## config.mk

```make
export PLATFORM = sky130hd
export DESIGN_NAME = fetch_prefetch_unit
export DESIGN_NICKNAME = d
export VERILOG_FILES = /design/src/rtl/fetch_prefetch_unit.sv
export SDC_FILE = /design/constraint.sdc
export NUM_CORES = 1
export LEC_CHECK = 0
export BUFFER_PORTS_ARGS = -buffer_cell sky130_fd_sc_hd__buf_2
export CORE_UTILIZATION = 38
export DETAILED_ROUTE_END_ITERATION = 7
export PLACE_DENSITY = 0.62
export SLEW_MARGIN = 20
export SYNTH_ARGS = -nofsm -noshare
export SYNTH_HDL_FRONTEND = slang
export SYNTH_SLANG_ARGS = --single-unit
```

## constraint.sdc

```tcl
create_clock -name clk -period 6.8 [get_ports clk]
set_input_delay 1.02 -clock clk [delete_from_list [all_inputs] [get_ports clk]]
set_output_delay 1.02 -clock clk [all_outputs]
set_load 0.01 [all_outputs]
```

## src/rtl/fetch_prefetch_unit.sv

```systemverilog
// Instruction-fetch front end: issues sequential word fetches, buffers {pc, instr}
// in an in-order prefetch FIFO for decode, and flushes/restarts on an EX redirect.
module fetch_prefetch_unit #(
   parameter int unsigned     XLEN     = 32,
   parameter int unsigned     DEPTH    = 4,
   parameter logic [XLEN-1:0] RESET_PC = '0
) (
   input  logic            clk,
   input  logic            rst,
   output logic            imem_req_valid,
   input  logic            imem_req_ready,
   output logic [XLEN-1:0] imem_req_addr,
   input  logic            imem_rsp_valid,
   input  logic [XLEN-1:0] imem_rsp_data,
   input  logic            redirect_valid,
   input  logic [XLEN-1:0] redirect_pc,
   input  logic            if_ready,
   output logic            if_valid,
   output logic [XLEN-1:0] if_pc,
   output logic [XLEN-1:0] if_instr
);

   localparam int unsigned PW = (DEPTH > 1) ? $clog2(DEPTH) : 1;
   localparam int unsigned CW = PW + 1;
   localparam logic [CW:0]     DEPTH_W    = (CW+1)'(DEPTH);
   localparam logic [XLEN-1:0] ALIGN_MASK = ~XLEN'(3);

   logic [XLEN-1:0] fetch_pc;
   logic [XLEN-1:0] fifo_pc    [DEPTH];
   logic [XLEN-1:0] fifo_instr [DEPTH];
   logic [XLEN-1:0] pc_q       [DEPTH];
   logic [PW-1:0]   rd_ptr, wr_ptr, pcq_rd, pcq_wr;
   logic [CW-1:0]   count, inflight, drop;
   logic [XLEN-1:0] hold_pc, hold_instr;
   logic [CW:0]     credits_used;
   logic            accept, rsp_ok, rsp_keep, pop;

   assign credits_used   = {1'b0, count} + {1'b0, inflight};
   assign imem_req_valid = rst && !redirect_valid && (credits_used < DEPTH_W);
   assign imem_req_addr  = fetch_pc;

   assign accept   = imem_req_valid && imem_req_ready;
   assign rsp_ok   = imem_rsp_valid && (inflight != '0);
   assign rsp_keep = rsp_ok && !redirect_valid && (drop == '0);
   assign pop      = !redirect_valid && (count != '0) && if_ready;

   // Empty FIFO shows the last presented head rather than a stale slot.
   assign if_valid = (count != '0);
   assign if_pc    = if_valid ? fifo_pc[rd_ptr]    : hold_pc;
   assign if_instr = if_valid ? fifo_instr[rd_ptr] : hold_instr;

   always_ff @(posedge clk) begin
      if (!rst) begin
         fetch_pc   <= RESET_PC & ALIGN_MASK;
         rd_ptr     <= '0;
         wr_ptr     <= '0;
         pcq_rd     <= '0;
         pcq_wr     <= '0;
         count      <= '0;
         inflight   <= '0;
         drop       <= '0;
         hold_pc    <= '0;
         hold_instr <= '0;
      end else begin
         inflight <= inflight + CW'(accept) - CW'(rsp_ok);
         if (accept) pcq_wr <= pcq_wr + PW'(1);
         if (rsp_ok) pcq_rd <= pcq_rd + PW'(1);
         if (count != '0) begin
            hold_pc    <= fifo_pc[rd_ptr];
            hold_instr <= fifo_instr[rd_ptr];
         end
         if (redirect_valid) begin
            // Everything still in flight becomes stale; a same-cycle response is discarded here.
            fetch_pc <= redirect_pc & ALIGN_MASK;
            count    <= '0;
            rd_ptr   <= '0;
            wr_ptr   <= '0;
            drop     <= inflight - CW'(rsp_ok);
         end else begin
            if (accept) fetch_pc <= fetch_pc + XLEN'(4);
            count <= count + CW'(rsp_keep) - CW'(pop);
            if (rsp_keep) wr_ptr <= wr_ptr + PW'(1);
            if (pop) rd_ptr <= rd_ptr + PW'(1);
            if (rsp_ok && (drop != '0)) drop <= drop - CW'(1);
         end
      end
   end

   always_ff @(posedge clk) begin
      if (accept) pc_q[pcq_wr] <= fetch_pc;
      if (rsp_keep) begin
         fifo_pc[wr_ptr]    <= pc_q[pcq_rd];
         fifo_instr[wr_ptr] <= imem_rsp_data;
      end
   end

   rsp_without_request: assert property (@(posedge clk) disable iff (!rst)
      imem_rsp_valid |-> (inflight != '0));

endmodule

```

==> metrics.txt <==
clk_skew approximately 0.021 ns; Root Buffer clkbuf_16; deepest level of the CTS H-tree 2; ANT nets after route 0; warning count from the yosys run 0; most common cell after layout, fill and taps aside edfxtp_1; Max Cap Violations 0; hold buffer count at CTS 0; Buf+Inv Stages, Crit Path 2; top_reg_cell synth edfxtp_1; Tcrit/Tclk final about three fifths; RSZ-0062 raised after global routing no; nets@finish between 1,000 and 1,500; WL final about 38,000 um; GP Congestion ~0.8; row count 80; post-DR vias/cell 5.135; library cells used by synthesis 54; critical path, cell by cell buf_4 -> mux4_2 -> mux2_2 -> buf_2; Syn Inst Count about 1,000; area of the core between 40,000 and 50,000 um2; P&R area growth vs syn 17.88%; WL per Instance between 20 and 25 um; drt first pass iters 4; vias in the first global route just under 10,000; Final setup viols 0; antenna cells 0; critical path's top delay family multiplexers; FF-to-FF setup slack 3.23 ns; total clock sinks just under 500; Worst Setup End Kind primary output; Max-slew headroom a little under a third; post-layout min period 4.203 ns; Mapped Area between 15,000 and 20,000 um2; Max Clock Freq around 240 MHz; fill cell count between 4,000 and 5,000; worst vdd ir slightly above 0.0002 V; number of synthesized flops with an enable pin between 300 and 400; grt ovf 0; antenna violations before repair 1; status completed; Post-CTS Resized 0; overall power 7.162 mW; initial core utilization roughly two fifths; WP data required just under 6 ns; die footprint around 50,000 um2; clock-pin slew on the worst setup and hold paths 0.06 ns; crit path max fanout 39; Clk Latency, worst-skew pair 0.59 ns; Hold Path Stages 1; hold endpoint hold_pc[1]; critical path's slowest cell dfxtp_4; Worst path max stage delay roughly 0.88 ns; share of layout cells above drive strength 1 approximately 34%; die height 223.1 um; HPWL after detailed placement around 23,000 um; final hold viol count 0; post-synthesis sequential area ratio between 70 and 80%; commonest cells after routing, fill and taps aside edfxtp_1, buf_2, dfxtp_1; min-delay worst type reg -> reg; port bufs between 150 and 200; syn_area_per_cell approximately 18 um2; hold_sp hold_pc[1]; Slew Limit Fails 0; cts bufs inserted 51; Reg2Reg Depth 11; Post-CTS Setup Inserts 0; largest net degree at the start of global routing 63; r2r endpoint inflight[2]; post-synthesis register bit count 483; PD cells between 300 and 400 nW/um2; via count between 9,000 and 10,000; Worst R2R Start inflight[2]; global-route wire length before repair roughly 60,000 um; TNS Setup 0 ns; ys async rst share 0%; Startpoint Class flip-flop; Top Ports between 150 and 200; Worst-Margin Slew slightly above 1 ns; # DRC 0; Leak a little under 8 nW; Die W 223.1 um; DRT iter0 DRCs 513; Crit Path Category reg -> out; global-route usage over all layers between 15 and 20%; critical path depth 4; Max Root-Sink Buffers 3; Arr. time, crit path around 3.2 ns; CTS tree built
-- cell usage after synthesis (all sizes together), types with 2 or more instances --
| cell type | n | area, um2 |
|---|---|---|
| nand2 | 32 | 127.6 |
| ha | 19 | 237.7 |
| o211a | 2 | 20.02 |
| inv | 21 | 78.83 |
| nor2 | 29 | 108.9 |
| edfxtp | 368 | 11050 |
| a41oi | 2 | 17.52 |
| a211oi | 3 | 22.52 |
| nand3 | 17 | 95.09 |
| o31a | 3 | 26.28 |
| mux4 | 92 | 2072 |
| or3 | 3 | 20.02 |
| o21a | 2 | 15.01 |
| fa | 2 | 40.04 |
| mux2i | 2 | 20.02 |
| o31ai | 2 | 15.01 |
| a31oi | 8 | 50.05 |
| nor4 | 3 | 33.78 |
| a21oi | 24 | 120.1 |
| mux2 | 64 | 720.7 |
| xnor2 | 12 | 105.1 |
| and2 | 79 | 494.2 |
| o22ai | 3 | 18.77 |
| buf | 19 | 92.58 |
| and3 | 12 | 76.33 |
| clkbuf | 33 | 123.9 |
| nand4 | 11 | 75.07 |
| nor3 | 9 | 45.04 |
| o211ai | 2 | 15.01 |
| o21ai | 18 | 90.09 |
| nor3b | 2 | 15.01 |
| dfxtp | 115 | 2302 |
| or4 | 4 | 30.03 |
| a32oi | 4 | 35.03 |
| xor2 | 9 | 78.83 |
-- where the power goes --
part           internal (mW)  total, mW  switching, mW
combinational          0.329      0.715          0.387
clock                   1.84       3.00           1.16
sequential              3.37       3.45         0.0821
-- worst max-delay path by stage --
stage	slack, ns	to	start
after floorplan	3.05	fifo_instr[0][0]	imem_rsp_valid
after detailed placement	2.39	inflight[2]	rst
after global routing	2.32	if_pc[10]	flip-flop
after CTS	2.44	if_pc[6]	flip-flop
final	2.60	if_pc[6]	flip-flop
after global placement	2.46	inflight[2]	rst
-- state kept, by name, indices dropped and copies added, names as in the netlist, named ones only --
name	cells
fifo_instr	128
fifo_pc	120
pc_q	120
hold_instr	32
hold_pc	32
imem_req_addr	30
count	3
drop	3
inflight	3
pcq_rd	2
pcq_wr	2
rd_ptr	2
wr_ptr	2
-- per-layer routing --
metal  vias to the layer above  global-route usage (%)  part of all wire, %
li1                       4407                       -                    -
met1                      4875                   21.31                   44
met2                       300                   25.36                   48
met3                        51                   3.161                  6.2
met4                         0                   5.028                  1.9
met5                         -                       0                    0
-- final cells by class --
cell class,count,area [um2],share of cell area (%)
tap,615,769.5,3.515
timing repair buffer,175,905.9,4.138
inverter,22,82.58,0.3772
sequential,483,13360,61.03
clock inverter,32,449.2,2.052
multi-input combinational,485,4937,22.55
clock buffer,64,1386,6.333
-- kinds of logic after synthesis --
family / share of synthesized area (%)
DFF: 71.90
and+or+nand+nor: 6.205
muxes: 15.15
AOI/OAI and AO/OA: 2.628
buffers and inverters: 1.610
adders and majority gates: 1.496
xor gates and xnor gates: 0.9905
other: 0.02019
-- through the flow --
stage          hold slack [ns]  setup slack, ns  cell area (um2)  util (%)  cells
6_report                0.4834            2.597            21890     45.66   1876
5_1_grt                 0.5144            2.324            21890     45.66   1876
4_1_cts                 0.4900            2.438            21890     45.66   1876
3_5_place_dp            0.4730            2.387            20060     41.83   1780
3_3_place_gp            0.4648            2.465            20060     41.83   1780
2_1_floorplan           0.4512            3.049            18570         -   1042
No activity file was read; power rests on OpenSTA's default activity.
